## src/rtl/dlx_mem_pkg.sv

```systemverilog
// Shared types and defaults for the instruction/data memory arbiter.
// Latency: n/a (types and constants only).
// Backpressure: n/a.
// Contents: FSM state enum, grant owner enum, default address/data widths.
package dlx_mem_pkg;

  localparam int ADDR_W_DEF = 32;
  localparam int DATA_W_DEF = 32;

  typedef enum logic [1:0] {
    IDLE  = 2'd0,
    GNT_I = 2'd1,
    GNT_D = 2'd2
  } state_t;

  typedef enum logic {
    OWN_I = 1'b0,
    OWN_D = 1'b1
  } owner_t;

endpackage

```

## src/rtl/mem_arbiter_if.sv

```systemverilog
// Bundle of the instruction-side, data-side and shared-memory signals of the arbiter.
// Latency: n/a (wiring only).
// Backpressure: req held until the matching one-cycle valid pulse; memory stalls via m_ack.
// Modports: slave = arbiter view (takes requests, drives memory);
//           master = environment view (CPU ports + memory model).
interface mem_arbiter_if
  import dlx_mem_pkg::*;
#(
  parameter int ADDR_W = ADDR_W_DEF,
  parameter int DATA_W = DATA_W_DEF
) ();

  // instruction fetch side
  logic              i_req;
  logic [ADDR_W-1:0] i_address;
  logic [DATA_W-1:0] i_data_read;
  logic              i_data_valid;
  // data side
  logic              d_req;
  logic              d_we;
  logic [ADDR_W-1:0] d_address;
  logic [DATA_W-1:0] d_data_write;
  logic [DATA_W-1:0] d_data_read;
  logic              d_data_valid;
  // shared single-port memory
  logic              m_req;
  logic              m_we;
  logic [ADDR_W-1:0] m_address;
  logic [DATA_W-1:0] m_data_write;
  logic [DATA_W-1:0] m_data_read;
  logic              m_ack;
  // status
  logic              timeout_err;
  logic              busy;

  modport slave (
    input  i_req, i_address, d_req, d_we, d_address, d_data_write, m_data_read, m_ack,
    output i_data_read, i_data_valid, d_data_read, d_data_valid,
           m_req, m_we, m_address, m_data_write, timeout_err, busy
  );

  modport master (
    output i_req, i_address, d_req, d_we, d_address, d_data_write, m_data_read, m_ack,
    input  i_data_read, i_data_valid, d_data_read, d_data_valid,
           m_req, m_we, m_address, m_data_write, timeout_err, busy
  );

endinterface

```

## src/rtl/arb_timer.sv

```systemverilog
// Wait-state counter for one memory access; flags the cycle that would make TIMEOUT waits.
// Latency: o_tc is combinational from the count and i_en (same cycle).
// Backpressure: none; i_clr wins over i_en.
// Ports: clk, reset_n (sync, active-low), i_clr (zero count), i_en (a wait cycle), o_tc (terminal).
module arb_timer #(
  parameter int TIMEOUT = 16
) (
  input  logic clk,
  input  logic reset_n,
  input  logic i_clr,
  input  logic i_en,
  output logic o_tc
);

  // Count holds completed waits; the enabled cycle seen with TIMEOUT-1 of them is the TIMEOUT-th.
  localparam logic [7:0] TC_VAL = 8'(TIMEOUT - 1);

  logic [7:0] r_cnt;

  always_ff @(posedge clk) begin
    if (!reset_n) begin
      r_cnt <= '0;
    end else if (i_clr) begin
      r_cnt <= '0;
    end else if (i_en) begin
      r_cnt <= r_cnt + 8'd1;
    end
  end

  assign o_tc = i_en && (r_cnt == TC_VAL);

endmodule

```

## src/rtl/mem_arbiter.sv

```systemverilog
// Round-robin arbiter sharing one single-port memory between instruction fetch and data access.
// Latency: grant on the req edge, m_req next cycle, valid one cycle after m_ack (2 cycles minimum).
// Backpressure: m_ack stalls an access up to TIMEOUT wait cycles, then it aborts with timeout_err.
// Ports: clk, reset_n (sync, active-low), bus (mem_arbiter_if.slave: i_*, d_*, m_*, timeout_err, busy).
module mem_arbiter
  import dlx_mem_pkg::*;
#(
  parameter int ADDR_W  = ADDR_W_DEF,
  parameter int DATA_W  = DATA_W_DEF,
  parameter int TIMEOUT = 16
) (
  input  logic           clk,
  input  logic           reset_n,
  mem_arbiter_if.slave   bus
);

  state_t            r_state, w_state_nxt;
  owner_t            r_last, w_last_nxt;
  logic              r_m_req, w_m_req_nxt;
  logic              r_m_we, w_m_we_nxt;
  logic [ADDR_W-1:0] r_m_addr, w_m_addr_nxt;
  logic [DATA_W-1:0] r_m_wdata, w_m_wdata_nxt;
  logic [DATA_W-1:0] r_i_rdata, w_i_rdata_nxt;
  logic [DATA_W-1:0] r_d_rdata, w_d_rdata_nxt;
  logic              r_i_vld, w_i_vld_nxt;
  logic              r_d_vld, w_d_vld_nxt;
  logic              r_tmo, w_tmo_nxt;
  logic              r_busy, w_busy_nxt;

  logic w_i_elig, w_d_elig;
  logic w_tmr_clr, w_tmr_en, w_tmr_tc;

  // A requester whose valid is showing this cycle is finishing; its held req is only new next cycle.
  assign w_i_elig = bus.i_req && !r_i_vld;
  assign w_d_elig = bus.d_req && !r_d_vld;

  // In a grant state m_req is always high, so wait cycles are simply granted cycles without ack.
  // Holding the counter clear while idle guarantees a fresh count on every grant.
  assign w_tmr_clr = (r_state == IDLE);
  assign w_tmr_en  = (r_state != IDLE) && !bus.m_ack;

  arb_timer #(
    .TIMEOUT (TIMEOUT)
  ) u_timer (
    .clk     (clk),
    .reset_n (reset_n),
    .i_clr   (w_tmr_clr),
    .i_en    (w_tmr_en),
    .o_tc    (w_tmr_tc)
  );

  always_comb begin
    w_state_nxt   = r_state;
    w_last_nxt    = r_last;
    w_m_req_nxt   = r_m_req;
    w_m_we_nxt    = r_m_we;
    w_m_addr_nxt  = r_m_addr;
    w_m_wdata_nxt = r_m_wdata;
    w_i_rdata_nxt = r_i_rdata;
    w_d_rdata_nxt = r_d_rdata;
    w_i_vld_nxt   = 1'b0;
    w_d_vld_nxt   = 1'b0;
    w_tmo_nxt     = 1'b0;

    case (r_state)
      IDLE: begin
        // D wins when alone, or on a tie when I was granted last.
        if (w_d_elig && (!w_i_elig || r_last == OWN_I)) begin
          w_state_nxt   = GNT_D;
          w_last_nxt    = OWN_D;
          w_m_req_nxt   = 1'b1;
          w_m_we_nxt    = bus.d_we;
          w_m_addr_nxt  = bus.d_address;
          w_m_wdata_nxt = bus.d_data_write;
        end else if (w_i_elig) begin
          w_state_nxt   = GNT_I;
          w_last_nxt    = OWN_I;
          w_m_req_nxt   = 1'b1;
          w_m_we_nxt    = 1'b0;
          w_m_addr_nxt  = bus.i_address;
          w_m_wdata_nxt = '0;
        end
      end

      GNT_I, GNT_D: begin
        // An ack on the last allowed wait cycle still counts as a normal completion.
        if (bus.m_ack) begin
          w_state_nxt = IDLE;
          w_m_req_nxt = 1'b0;
          if (r_state == GNT_I) begin
            w_i_vld_nxt   = 1'b1;
            w_i_rdata_nxt = bus.m_data_read;
          end else begin
            w_d_vld_nxt = 1'b1;
            if (!r_m_we) begin
              w_d_rdata_nxt = bus.m_data_read;
            end
          end
        end else if (w_tmr_tc) begin
          w_state_nxt = IDLE;
          w_m_req_nxt = 1'b0;
          w_tmo_nxt   = 1'b1;
          if (r_state == GNT_I) begin
            w_i_vld_nxt   = 1'b1;
            w_i_rdata_nxt = '0;
          end else begin
            w_d_vld_nxt   = 1'b1;
            w_d_rdata_nxt = '0;
          end
        end
      end

      default: begin
        w_state_nxt = IDLE;
        w_m_req_nxt = 1'b0;
      end
    endcase
  end

  assign w_busy_nxt = (w_state_nxt != IDLE);

  always_ff @(posedge clk) begin
    if (!reset_n) begin
      r_state   <= IDLE;
      r_last    <= OWN_I;
      r_m_req   <= 1'b0;
      r_m_we    <= 1'b0;
      r_m_addr  <= '0;
      r_m_wdata <= '0;
      r_i_rdata <= '0;
      r_d_rdata <= '0;
      r_i_vld   <= 1'b0;
      r_d_vld   <= 1'b0;
      r_tmo     <= 1'b0;
      r_busy    <= 1'b0;
    end else begin
      r_state   <= w_state_nxt;
      r_last    <= w_last_nxt;
      r_m_req   <= w_m_req_nxt;
      r_m_we    <= w_m_we_nxt;
      r_m_addr  <= w_m_addr_nxt;
      r_m_wdata <= w_m_wdata_nxt;
      r_i_rdata <= w_i_rdata_nxt;
      r_d_rdata <= w_d_rdata_nxt;
      r_i_vld   <= w_i_vld_nxt;
      r_d_vld   <= w_d_vld_nxt;
      r_tmo     <= w_tmo_nxt;
      r_busy    <= w_busy_nxt;
    end
  end

  assign bus.m_req        = r_m_req;
  assign bus.m_we         = r_m_we;
  assign bus.m_address    = r_m_addr;
  assign bus.m_data_write = r_m_wdata;
  assign bus.i_data_read  = r_i_rdata;
  assign bus.i_data_valid = r_i_vld;
  assign bus.d_data_read  = r_d_rdata;
  assign bus.d_data_valid = r_d_vld;
  assign bus.timeout_err  = r_tmo;
  assign bus.busy         = r_busy;

endmodule

```

## src/flat_wrapper.sv

```systemverilog
// flat-port wrapper written by rule: the top's interface ports become plain ports
module mem_arbiter_flat import dlx_mem_pkg::*;
#(
  parameter int ADDR_W  = ADDR_W_DEF,
  parameter int DATA_W  = DATA_W_DEF,
  parameter int TIMEOUT = 16
)
  (clk, reset_n, bus_i_req, bus_i_address, bus_d_req, bus_d_we, bus_d_address, bus_d_data_write, bus_m_data_read, bus_m_ack, bus_i_data_read, bus_i_data_valid, bus_d_data_read, bus_d_data_valid, bus_m_req, bus_m_we, bus_m_address, bus_m_data_write, bus_timeout_err, bus_busy);
  mem_arbiter_if #(.ADDR_W(ADDR_W), .DATA_W(DATA_W)) bus_i ();
  input  logic clk;
  input  logic reset_n;
  input wire logic [$bits(bus_i.i_req)-1:0] bus_i_req;
  input wire logic [$bits(bus_i.i_address)-1:0] bus_i_address;
  input wire logic [$bits(bus_i.d_req)-1:0] bus_d_req;
  input wire logic [$bits(bus_i.d_we)-1:0] bus_d_we;
  input wire logic [$bits(bus_i.d_address)-1:0] bus_d_address;
  input wire logic [$bits(bus_i.d_data_write)-1:0] bus_d_data_write;
  input wire logic [$bits(bus_i.m_data_read)-1:0] bus_m_data_read;
  input wire logic [$bits(bus_i.m_ack)-1:0] bus_m_ack;
  output wire logic [$bits(bus_i.i_data_read)-1:0] bus_i_data_read;
  output wire logic [$bits(bus_i.i_data_valid)-1:0] bus_i_data_valid;
  output wire logic [$bits(bus_i.d_data_read)-1:0] bus_d_data_read;
  output wire logic [$bits(bus_i.d_data_valid)-1:0] bus_d_data_valid;
  output wire logic [$bits(bus_i.m_req)-1:0] bus_m_req;
  output wire logic [$bits(bus_i.m_we)-1:0] bus_m_we;
  output wire logic [$bits(bus_i.m_address)-1:0] bus_m_address;
  output wire logic [$bits(bus_i.m_data_write)-1:0] bus_m_data_write;
  output wire logic [$bits(bus_i.timeout_err)-1:0] bus_timeout_err;
  output wire logic [$bits(bus_i.busy)-1:0] bus_busy;
  assign bus_i.i_req = bus_i_req;
  assign bus_i.i_address = bus_i_address;
  assign bus_i.d_req = bus_d_req;
  assign bus_i.d_we = bus_d_we;
  assign bus_i.d_address = bus_d_address;
  assign bus_i.d_data_write = bus_d_data_write;
  assign bus_i.m_data_read = bus_m_data_read;
  assign bus_i.m_ack = bus_m_ack;
  assign bus_i_data_read = bus_i.i_data_read;
  assign bus_i_data_valid = bus_i.i_data_valid;
  assign bus_d_data_read = bus_i.d_data_read;
  assign bus_d_data_valid = bus_i.d_data_valid;
  assign bus_m_req = bus_i.m_req;
  assign bus_m_we = bus_i.m_we;
  assign bus_m_address = bus_i.m_address;
  assign bus_m_data_write = bus_i.m_data_write;
  assign bus_timeout_err = bus_i.timeout_err;
  assign bus_busy = bus_i.busy;
  mem_arbiter #(.ADDR_W(ADDR_W), .DATA_W(DATA_W), .TIMEOUT(TIMEOUT)) u_core (.clk(clk), .reset_n(reset_n), .bus(bus_i));
endmodule
```

## config.mk

```make
export PLATFORM = sky130hd
export DESIGN_NAME = mem_arbiter_flat
export DESIGN_NICKNAME = d
export VERILOG_FILES = /design/src/rtl/dlx_mem_pkg.sv /design/src/rtl/mem_arbiter_if.sv /design/src/rtl/arb_timer.sv /design/src/rtl/mem_arbiter.sv /design/src/flat_wrapper.sv
export SDC_FILE = /design/constraint.sdc
export NUM_CORES = 1
export LEC_CHECK = 0
export CAP_MARGIN = 20
export CORE_MARGIN = 5
export CORE_UTILIZATION = 44
export DETAILED_ROUTE_END_ITERATION = 12
export PLACE_DENSITY = 0.86
export SLEW_MARGIN = 20
export SYNTH_ARGS = -nofsm -noshare
export SYNTH_HDL_FRONTEND = slang
export SYNTH_SLANG_ARGS = --single-unit
export TNS_END_PERCENT = 100
```

## constraint.sdc

```tcl
create_clock -name clk -period 3.4 [get_ports clk]
set_input_delay 0.85 -clock clk [delete_from_list [all_inputs] [get_ports clk]]
set_output_delay 0.85 -clock clk [all_outputs]
set_load 0.05 [all_outputs]
```

== Yosys cells after proc, flatten, opt, wreduce, memory -nomap -nowiden ==
Cells that the tools add are included.

* Add/sub/neg operators: 1
* Multipliers: 0
* Div/mod/pow operators: 0
* Order comparisons: 0
* Equality and inequality tests: 6
* Shift-type cells: 0
* Muxes and demuxes: 33
* Bitwise gates (word level): 4
* Reduce and logical (&&, ||, !) cells: 23

{| class="wikitable"
|+ Operators by type and width
! kind !! number
|-
| $mux 32 || 13
|-
| $mux 1 || 14
|-
| $add 8x1->8 const B || 1
|-
| $eq 8x4->1 const B || 1
|-
| $mux 2 || 4
|-
| $reduce_bool 2->1 || 4
|-
| $reduce_and 2->1 || 3
|-
| $logic_and 1x1->1 || 5
|-
| $logic_not 1->1 || 4
|-
| $not 1->1 || 4
|-
| $pmux 2 s2 || 1
|-
| $reduce_and 4->1 || 1
|-
| $reduce_or 2->1 || 2
|-
| $ne 3x1->1 const B || 1
|-
| $ne 3x3->1 const B || 1
|-
| $reduce_and 3->1 || 1
|-
| $reduce_or 3->1 || 1
|-
| $eq 2x1->1 const B || 1
|-
| $eq 2x2->1 const B || 1
|-
| $logic_not 2->1 || 1
|-
| $ne 2x2->1 const B || 1
|-
| $pmux 1 s2 || 1
|-
| $logic_or 1x1->1 || 1
|}

* Register bits after elaboration: 145
* Latch bits: 0
* RAM bits: 0
* ROM bits: 0
* Input bits: 134
* Output and inout port bits: 134
* Memories kept: 0

== Longest topological paths before layout ==
Gate-level depths: netlist (run 1).

* Word-level depth: 8
* Depth in mapped cells: 8
* Mapped depth without buffers: 6

== By module ==
Synthesis (run 1) repeated with hierarchy kept, for this count alone.

* Cells, all modules: 653
* Area total of the unflattened synthesis: 5,754.3 um^2

{| class="wikitable"
|+ By module, submodules not included
! module !! instances !! cells each !! area an instance (um^2)
|-
| mem_arbiter || 1 || 613 || 5,393.9
|-
| arb_timer || 1 || 40 || 360.3
|}

== Least setup slack after synthesis (run 1) ==
OpenSTA, ideal clock, no wires.

* Kind: input to register
* Start point: input bus_m_ack
* End point: register u_core.r_d_rdata[0] (netlist: u_core.bus.d_data_read[0])
* Setup time: 0.117 ns
* Data arrival time: 2.094 ns
* Data required time: 3.283 ns
* Setup slack: 1.190 ns
* Stages on the path: 6
* Buffers on the path: 2
* Cell sequence: buf_6 > and4bb_4 > a31oi_1 > o31a_4 > buf_6 > a22o_1

* Longest elaborated chain between the ends: 5
* Elaborated cells between the ends (all ways): 7
* Those cells by class: eq/ne (1); mux (1); reduce/logical (5)

{| class="wikitable"
|+ RTL lines
! element !! RTL line !! RTL
|-
| from (decl) || flat_wrapper.sv:19 || <nowiki>input wire logic [$bits(bus_i.m_ack)-1:0] bus_m_ack;</nowiki>
|-
| $logic_not 1->1 || mem_arbiter.sv:40 || <nowiki>assign w_tmr_en = (r_state != IDLE) && !bus.m_ack;</nowiki>
|-
| $logic_and 1x1->1 || mem_arbiter.sv:40 ||
|-
| $logic_and 1x1->1 || arb_timer.sv:30 || <nowiki>assign o_tc = i_en && (r_cnt == TC_VAL);</nowiki>
|-
| $reduce_bool 2->1 (no source line) || n/a ||
|-
| $reduce_and 4->1 (no source line) || n/a ||
|-
| to (signal assigned) || mem_arbiter.sv:144 || <nowiki>r_d_rdata <= w_d_rdata_nxt;</nowiki>
|-
| to (decl) || mem_arbiter.sv:24 || <nowiki>logic [DATA_W-1:0] r_d_rdata, w_d_rdata_nxt;</nowiki>
|}

Several ways; a longest one is shown, not always the timed one.
A chain may end at the register's enable or synchronous reset.

== Worst setup path in the final report (run 1) ==
* Start point: register u_core.r_m_we (netlist: u_core.bus.m_we)
* End point: output bus_m_we

{| class="wikitable"
|+ RTL lines
! element !! RTL line !! RTL
|-
| from (decl) || mem_arbiter.sv:20 || <nowiki>logic r_m_we, w_m_we_nxt;</nowiki>
|-
| from (signal assigned) || mem_arbiter.sv:140 || <nowiki>r_m_we <= w_m_we_nxt;</nowiki>
|-
| to (decl) || flat_wrapper.sv:25 || <nowiki>output wire logic [$bits(bus_i.m_we)-1:0] bus_m_we;</nowiki>
|}

No word-level cell between the ends.

==> metrics.md, run 1 <==
| Metric | Value |
|---|---|
| Cts bufs inserted | `17` |
| Final core utilization | `0.719` |
| Synth top area cells | `dfxtp_1 (52%), mux2i_1 (6.0%), o21ai_0 (6.0%)` |
| Kind of critical path | `register to output pin` |
| Drt wl/cell | `approximately 18 µm` |
| First-pass GRT wire length | `26800 µm` |
| Vias in the first global route | `approximately 5300` |
| Crit path capture type | `output pin` |
| Ys flop type | `dfxtp_1` |
| Final hold vios | `0` |
| TritonCTS clock tree | `built` |
| Post-Synthesis Cells | `555` |
| Req. time, crit path | `2.55 ns` |
| Seq/Total Area, Yosys | `0.524` |
| Most frequent cells after synthesis | `dfxtp_1 (145), o21ai_0 (66), nand2_1 (38), nor2b_1 (38), a21oi_1 (34)` |
| Clock latency on the worst-skew pair | `approximately 0.42 ns` |
| Antenna violation net count after detailed routing | `0` |
| CP startpoint kind | `register` |
| Gr usage total | `0.231` |
| Post-CTS Setup Inserts | `0` |
| Clk sink count | `145` |
| Leakage | `roughly 0.0033 µW` |
| GRT overflow | `0` |
| H-tree levels | `4` |
| Setup TNS | `0 ns` |
| Layout cell share with drive strength beyond 1 | `0.0648` |
| Initial antenna violation count | `0` |
| Largest stage delay, worst path | `0.85 ns` |
| Comb pwr share | `0.262` |
| Internal cell power | `~3700 µW` |
| Row cnt | `41` |
| Fmax achieved | `0.401 GHz` |
| Clock transition at path regs | `0.06 ns` |
| Ant. Diodes | `0` |
| DR iter-0 viols | `370` |
| HPWL Detailed | `about 13000 µm` |
| Net Switching | `~1600 µW` |
| Critical Path AT | `1.64 ns` |
| WHS | `0.481 ns` |
| DR vias | `5166` |
| Worst slew margin | `0.374` |
| Net Sw Frac | `0.308` |
| Area grow syn2layout | `61.6%` |
| Drt total wl | `17700 µm` |
| Critical path's top delay family | `buffers and inverters` |
| Worst Skew | `approximately 0.011 ns` |
| Slowest-stage cell, CP | `clkdlybuf4s50_1` |
| RSZ-0062 raised after global routing | `false` |
| Yosys top cell area share | `0.524` |
| First-pass DRT Iterations | `5` |
| Distinct cells, synth | `41` |
| Avg Cell Area, Syn | `9.99 µm²` |
| Register share of total power | `0.363` |
| Root Buffer | `clkbuf_16` |
| Hold/Removal Path Class | `register to register` |
| Clk buf depth | `2` |
| Die height | `122 µm` |
| GP Congestion | `0.845` |
| Final Max Tran Viols | `0` |
| Drt drc | `0` |
| CTS Hold Bufs | `0` |
| Largest net degree at the start of global routing | `65` |
| Fin crit share | `0.733` |
| Final setup fails | `0` |
| PortBufs | `267` |
| Ports | `268` |
| Ys async rst share | `0` |
| Pwr dens | `591 mW/mm²` |
| Worst Path Buf+Inv | `1` |
| Core area | `0.0125 mm²` |
| Vias/cell | `5.22` |
| Die area | `0.0149 mm²` |
| Clk network pwr share | `0.375` |
| Final Critical Period | `approximately 2.5 ns` |
| EDFF count, synth | `0` |
| MaxCap Viol Count | `0` |
| Syn_nets | `between 600 and 700` |
| Slew @ Worst Pin | `0.937 ns` |
| Post_cts resized | `0` |
| Count leader, synth | `dfxtp_1` |
| Horiz. Die Dim | `roughly 120 µm` |
| Worst vdd ir | `0.324 mV` |
| Worst Path Max Fanout | `3` |
| #FFs+latches synth | `145` |
| Cell Area, Synth | `0.00554 mm²` |
| Initial core utilization | `0.445` |
| Crit path cell chain | `clkdlybuf4s50_1` |
| Layout Nets | `~940` |
| Yosys Warn Count | `0` |
| Run status | `complete, no violations` |
| Synth area leader | `dfxtp_1` |
## through the flow
stage / area [µm²] / setup WS (ns) / power [µW] / instances
finish: 8960 / 0.907 / 5290 / 990
global route: 8960 / 0.852 / 5480 / 990
CTS: 8960 / 0.877 / 5320 / 990
detailed placement: 8330 / 0.710 / 3340 / 958
global placement: 8330 / 0.795 / 3310 / 958
floorplan: 5540 / 1.19 / 2800 / 555
## cell families after synthesis
logic type,share of synthesized area
compound gates,0.253
flops,0.524
simple gates,0.0988
buf+inv,0.0451
mux,0.0596
xor+xnor,0.0111
fa+ha+maj,0.00903
## state kept, by name, summed over array words and instances, names as in the netlist
register and cells:
u_core.bus.i_data_valid 1, u_core.bus.d_data_valid 1, u_core.bus.i_data_read 32, u_core.bus.busy 1, u_core.bus.m_we 1, u_core.bus.m_req 1
u_core.bus.m_address 32, u_core.r_last 1, u_core.bus.m_data_write 32, u_core.bus.d_data_read 32, u_core.u_timer.r_cnt 8, u_core.r_state 2
u_core.bus.timeout_err 1
## placed cells by master, fill, tap and decap left out, types with 17 or more instances in the layout
master and count:
a22o_1 32, clkbuf_16 17, nor2b_1 38, mux2i_1 33
o21ai_0 66, clkdlybuf4s50_1 266, a21oi_1 34, a21boi_0 28
a22oi_1 33, nand2_1 38, dfxtp_1 145
## worst register-to-register path, cell delays in order, from the launching register on
cell and delay [ns]:
dfxtp_1 0.42, inv_1 0.09, ha_1 0.35, and4bb_4 0.43, a31oi_1 0.11, o31a_4 0.44, a22o_1 0.31
## layout make-up
cell class | instances | area [µm²]
multi-input cells | 358 | 2410
flip-flops and latches | 145 | 2900
clock inverters | 9 | 154
fillers | 905 | 3510
inverters | 4 | 15.0
well taps | 172 | 215
repair buffers | 279 | 2780
clock buffers | 23 | 478
## layer usage
layer / vias to the layer above / GRT usage / wire (µm)
met5: - / 0 / 0
met3: 56 / 0.0719 / 1210
li1: 2488 / - / -
met1: 2413 / 0.244 / 6570
met2: 209 / 0.401 / 9110
met4: 0 / 0.141 / 842
## path summary, 6_finish.rpt
path | endpoint | startpoint | cells after the start | slack, ns
worst max register to register | u_core.bus.d_data_read[24] | u_core.r_state[0] | 6 | 1.14
worst min-delay path | u_core.bus.d_data_read[3] | u_core.bus.d_data_read[3] | 1 | 0.48
worst max-delay path | bus_m_we | u_core.bus.m_we | 1 | 0.91
worst min register to register | u_core.bus.d_data_read[3] | u_core.bus.d_data_read[3] | 1 | 0.48
## power groups by stage
stage                     clock, µW  combinational [µW]  sequential, µW
after floorplan                   0                 377            2420
after global placement            0                1360            1950
after detailed placement          0                1380            1960
after CTS                      2010                1390            1920
after global routing           2080                1450            1940
final                          1980                1380            1920
Note: power is estimated with default switching activity, not from simulation.
==> run 2: changes to the inputs <==
Settings changed: CORE_UTILIZATION 44 to 41, PLACE_DENSITY 0.86 to 0.81.
Clock period 3.4 ns to 2.4 ns, I/O delays scaled along.
==> run 2 against run 1 <==
Die area up 6.7%. Count of clock-buffer cells in the layout shrank 3. Utilization down 4.2 points. Power rose by 36%. Hold slack worse by 0.010 ns. Cell area about the same. Register-to-register slack worse by 0.81 ns. Sequential share of layout area barely moved. Routed wire length shrank 3.6%. Largest power group is now sequential cells. Highest routed layer unchanged. Worst setup slack worse by 0.82 ns. Sequential cell count is the same. Via count down 1.4%.
==> metrics.md, run 2 (synthesis results as in run 1) <==
| Metric | Value |
|---|---|
| Largest net degree at the start of global routing | `90 (+38%)` |
| Layout Nets | `945 (+0.21%)` |
| Fin crit share | `0.965` |
| Core area | `0.0132 mm² (+6.2%)` |
| First-pass GRT wire length | `26900 µm (+0.26%)` |
| CP startpoint kind | `register` |
| Hold/Removal Path Class | `register to register` |
| Layout cell share with drive strength beyond 1 | `0.0695 (+0.00472)` |
| Clock transition at path regs | `0.06 ns (about the same)` |
| R2R cell count | `6 (unchanged)` |
| Worst slack at placement | `0.0229 ns (-0.687 ns)` |
| RSZ-0062 raised after global routing | `false` |
| Hold-critical path endpoint | `u_core.bus.i_data_read[6]` |
| H-tree levels | `4 (unchanged)` |
| Min-delay src | `u_core.bus.i_data_read[6]` |
| Worst Path Buf+Inv | `1 (unchanged)` |
| Die height | `126 µm (+3.3%)` |
| Setup TNS | `0 ns (unchanged)` |
| Slew @ Worst Pin | `0.552 ns (-0.384 ns)` |
| Final Critical Period | `2.32 ns` |
| Clk sink count | `145 (unchanged)` |
| TritonCTS clock tree | `built` |
| GP Congestion | `0.847 (+0.20%)` |
| Drt wl/cell | `17.2 µm (-4.2%)` |
| Final std cells w/o fill | `996 (+0.61%)` |
| Critical path's top delay family | `buffers and inverters` |
| Commonest non-fill, non-tap cell in the layout | `clkdlybuf4s50_1` |
| Area grow syn2layout | `61.6% (about the same)` |
| Worst setup margin | `0.0830 ns (-0.824 ns)` |
| Kind of critical path | `register to output pin` |
| Post_cts resized | `0 (unchanged)` |
| Antenna violation net count after detailed routing | `0 (unchanged)` |
| Gr usage total | `0.207 (-0.0235)` |
| MaxCap Viol Count | `0 (unchanged)` |
| Critical Path AT | `1.72 ns (+0.08 ns)` |
| Cts bufs inserted | `17 (unchanged)` |
| Crit path capture type | `output pin` |
| Drt drc | `0 (unchanged)` |
| Initial core utilization | `0.419 (-0.0261)` |
| Drt total wl | `17100 µm (-3.6%)` |
| Inst Count DP | `964 (+0.63%)` |
| Worst slew margin | `0.631 (+0.257)` |
| HPWL Detailed | `12600 µm (-2.9%)` |
| Final setup fails | `0 (unchanged)` |
| Vias in the first global route | `5278 (-1.2%)` |
| Worst vdd ir | `0.534 mV (+65%)` |
| Clock latency on the worst-skew pair | `0.42 ns (about the same)` |
| Crit path cell chain | `clkdlybuf4s50_1` |
| Ant. Diodes | `0 (unchanged)` |
| Largest stage delay, worst path | `0.85 ns (about the same)` |
| GRT overflow | `0 (unchanged)` |
| DR vias | `5095 (-1.4%)` |
| Post-CTS Setup Inserts | `0 (unchanged)` |
| First-pass DRT Iterations | `4 (-1)` |
| Final core utilization | `0.677 (-0.0419)` |
| Fmax achieved | `~0.43 GHz` |
| Worst Skew | `0.00739 ns (-0.00312 ns)` |
| R2R Path Start | `u_core.r_state[0]` |
| Final Max Tran Viols | `0 (unchanged)` |
| Row cnt | `42 (+2.4%)` |
| Die area | `0.0159 mm² (+6.7%)` |
| Worst Path Max Fanout | `3 (unchanged)` |
| DR iter-0 viols | `263 (-29%)` |
| Pwr dens | `801 mW/mm² (+36%)` |
| Initial antenna violation count | `0 (unchanged)` |
| Clk buf depth | `2 (unchanged)` |
| Horiz. Die Dim | `126 µm (+3.3%)` |
| CTS Hold Bufs | `0 (unchanged)` |
| Worst Hold Depth | `2 (+1)` |
| Power, Total | `7180 µW (+36%)` |
| Reg2reg end | `u_core.bus.d_data_read[17]` |
| Leakage | `0.00332 µW (-0.47%)` |
| Final hold vios | `0 (unchanged)` |
| Run status | `complete, no violations` |
| Ports | `268 (unchanged)` |
| Root Buffer | `clkbuf_16` |
| Commonest cells after routing, fill and taps aside | `clkdlybuf4s50_1 (266), dfxtp_1 (145), o21ai_0 (66), nor2b_1 (38), nand2_1 (38)` |
| Slowest-stage cell, CP | `clkdlybuf4s50_1` |
| Flop2flop setup slack | `0.33 ns (-0.81 ns)` |
| Req. time, crit path | `1.80 ns (-0.75 ns)` |
| Vias/cell | `5.12 (-2.0%)` |
| PortBufs | `267 (unchanged)` |
run 2: worst max-delay path by stage:
stage | startpoint | end | slack, ns | depth (start not counted)
floorplan | u_core.r_state[0] | u_core.bus.d_data_read[0] | 0.40 | 8
global placement | bus_m_ack | u_core.bus.d_data_read[28] | 0.06 | 5
detailed placement | bus_m_ack | u_core.bus.d_data_read[4] | 0.02 | 5
CTS | u_core.bus.m_we | bus_m_we | 0.05 | 1
global route | u_core.bus.m_we | bus_m_we | 0.04 | 1
finish | u_core.bus.m_we | bus_m_we | 0.08 | 1
run 2: power breakdown:
group	switching (µW)	total (µW)	internal, µW
clock	998	2480	1480
combinational	1210	1980	768
sequential	115	2730	2610
total	2320	7180	4860
run 2: layer usage:
| layer | GRT usage | up-vias | share of wire |
|---|---|---|---|
| met2 | 0.382 | 177 | 0.52 |
| met1 | 0.227 | 2386 | 0.40 |
| met4 | 0.0826 | 0 | 0.026 |
| met5 | 0 | - | 0 |
| met3 | 0.0504 | 34 | 0.054 |
| li1 | - | 2498 | - |
run 2: metrics by stage:
stage	cell area, µm²	hold slack, ns
floorplan	5540	0.498
global placement	8400	0.462
detailed placement	8400	0.465
CTS	8960	0.474
global route	8960	0.502
finish	8960	0.471
run 2: tightest hold or removal path, delay by kind of cell (launching register included):
| family | cells | cell delay (ns) |
|---|---|---|
| AO/OA/AOI/OAI | 2 | 0.12 |
| flip-flops | 1 | 0.30 |
run 2: layout make-up:
type / count / area (µm²)
well taps: 176 / 220
clock inverters: 12 / 109
inverters: 4 / 15.0
repair buffers: 281 / 2850
flip-flops and latches: 145 / 2900
multi-input cells: 358 / 2410
fillers: 1007 / 4280
clock buffers: 20 / 457
==> run 3: changes to the inputs <==
Settings changed: CORE_ASPECT_RATIO set to 0.6.
==> run 3 against run 2 <==
Power grew 2.3%. Sequential power is essentially flat. First-iteration DRC count grew 13%. Clock skew grew 0.0027 ns. Via count grew 1.6%. Worst setup slack gained 0.065 ns. Register-to-register slack is essentially flat. Global-route usage shrank 0.073 points. Clock power grew 6%. Critical path depth is the same. Cell count shrank 0.70%. Largest cell class unchanged. Largest power group unchanged.
==> metrics.md, run 3 (synthesis results as in run 1) <==
| Metric | Value |
|---|---|
| Slew @ Worst Pin | `0.594 ns (+0.0421 ns)` |
| Clock transition at path regs | `0.06 ns (about the same)` |
| MaxCap Viol Count | `0 (unchanged)` |
| Power, Total | `7350 µW (+2.3%)` |
| Final Critical Period | `2.25 ns (-0.0653 ns)` |
| GP Congestion | `0.815 (-3.8%)` |
| Fin crit share | `0.938 (-0.0272)` |
| DR iter-0 viols | `297 (+13%)` |
| Largest net degree at the start of global routing | `75 (-17%)` |
| RSZ-0062 raised after global routing | `false` |
| Vias/cell | `5.24 (+2.4%)` |
| Post-CTS Setup Inserts | `0 (unchanged)` |
| Root Buffer | `clkbuf_16` |
| Largest stage delay, worst path | `0.86 ns (about the same)` |
| H-tree levels | `4 (unchanged)` |
| WHS | `0.479 ns (+0.00788 ns)` |
| Commonest non-fill, non-tap cell in the layout | `clkdlybuf4s50_1` |
| Clock latency on the worst-skew pair | `0.40 ns (-0.02 ns)` |
| Hold/Removal Path Class | `register to register` |
| First-pass GRT wire length | `27100 µm (+0.80%)` |
| Worst slew margin | `0.604 (-0.0269)` |
| Fmax achieved | `0.444 GHz (+2.9%)` |
| Die area | `0.0160 mm² (+0.48%)` |
| Final setup fails | `0 (unchanged)` |
| Row cnt | `32 (-24%)` |
| Clk sink count | `145 (unchanged)` |
| Ant. Diodes | `0 (unchanged)` |
| PortBufs | `267 (unchanged)` |
| CP startpoint kind | `register` |
| Run status | `complete, no violations` |
| Critical path's top delay family | `buffers and inverters` |
| Worst Path Buf+Inv | `1 (unchanged)` |
| Horiz. Die Dim | `160 µm (+27%)` |
| Final Max Tran Viols | `0 (unchanged)` |
| Vias in the first global route | `5229 (-0.93%)` |
| TritonCTS clock tree | `built` |
| Worst Skew | `0.0100 ns (+0.00265 ns)` |
| Worst vdd ir | `0.485 mV (-9.2%)` |
| CTS Hold Bufs | `0 (unchanged)` |
| Crit path cell chain | `clkdlybuf4s50_1` |
| Gr usage total | `0.207 (-0.000725)` |
| First-pass DRT Iterations | `4 (unchanged)` |
| Die height | `100 µm (-21%)` |
| Layout Nets | `945 (unchanged)` |
| Pwr dens | `818 mW/mm² (+2.1%)` |
| Worst Path Max Fanout | `3 (unchanged)` |
| Area grow syn2layout | `62.1%` |
| Setup TNS | `0 ns (unchanged)` |
| Drt drc | `0 (unchanged)` |
| Cts bufs inserted | `17 (unchanged)` |
| Critical Path AT | `1.65 ns (-0.07 ns)` |
| Kind of critical path | `register to output pin` |
| Clk buf depth | `2 (unchanged)` |
| Crit path capture type | `output pin` |
| DR vias | `5179 (+1.6%)` |
| Slowest-stage cell, CP | `clkdlybuf4s50_1` |
| Req. time, crit path | `1.80 ns (about the same)` |
| Leakage | `0.00334 µW (+0.55%)` |
| Initial antenna violation count | `0 (unchanged)` |
| HPWL Detailed | `12600 µm (+0.15%)` |
| Initial core utilization | `0.425 (+0.00610)` |
| Fillcell total | `1000 (-0.70%)` |
| Core area | `0.0131 mm² (-1.4%)` |
| Drt wl/cell | `17.2 µm (+0.33%)` |
| Drt total wl | `17000 µm (-0.37%)` |
| Post_cts resized | `0 (unchanged)` |
| Antenna violation net count after detailed routing | `0 (unchanged)` |
| Layout cell share with drive strength beyond 1 | `0.0684 (-0.00114)` |
| GRT overflow | `0 (unchanged)` |
| Final hold vios | `0 (unchanged)` |
| Commonest cells after routing, fill and taps aside | `clkdlybuf4s50_1 (266), dfxtp_1 (145), o21ai_0 (66), nor2b_1 (38), nand2_1 (38)` |
| Ports | `268 (unchanged)` |
run 3: cell types whose count changed in the layout (fill, tap and decap cells not counted), sizes merged:
cell | before | now
clkinv | 5 | 2
clkinvlp | 5 | 3
inv | 5 | 7
bufinv | 1 | 2
clkbuf | 20 | 21
run 3: cell type report:
class / count / area, µm² / share of cell area
flip-flops and latches: 145 / 2900 / 0.323
repair buffers: 281 / 2850 / 0.317
multi-input cells: 358 / 2410 / 0.268
clock buffers: 21 / 470 / 0.0524
well taps: 170 / 213 / 0.0237
clock inverters: 10 / 126 / 0.0141
inverters: 4 / 15.0 / 0.00167
run 3: report_power, final:
part           total [µW]  leakage [µW]  switching, µW  internal [µW]
combinational        1980       0.00187           1210            772
clock                2640      0.000283           1020           1620
sequential           2720       0.00118            111           2610
total                7350       0.00334           2340           5010
run 3: final timing paths:
kind,startpoint,endpoint,slack [ns],cells past startpoint
hold / removal,u_core.bus.d_data_read[21],u_core.bus.d_data_read[21],0.48,1
setup reg to reg,u_core.r_state[0],u_core.bus.d_data_read[26],0.32,6
setup / recovery,u_core.bus.m_we,bus_m_we,0.15,1
hold reg to reg,u_core.bus.d_data_read[21],u_core.bus.d_data_read[21],0.48,1
run 3: per-layer routing:
metal	track usage	vias up	wire, µm
met1	0.263	2461	7320
met4	0.0668	0	306
li1	-	2491	-
met2	0.338	204	8040
met5	0	-	0
met3	0.0644	23	1360
run 3: metrics by stage:
stage / worst slack, ns / utilization / cells / area, µm²
2_1_floorplan: 0.401 / - / 555 / 5540
3_3_place_gp: 0.0505 / 0.643 / 958 / 8390
3_5_place_dp: 0.00724 / 0.643 / 958 / 8390
4_1_cts: 0.129 / 0.688 / 989 / 8980
5_1_grt: 0.100 / 0.688 / 989 / 8980
6_report: 0.148 / 0.688 / 989 / 8980
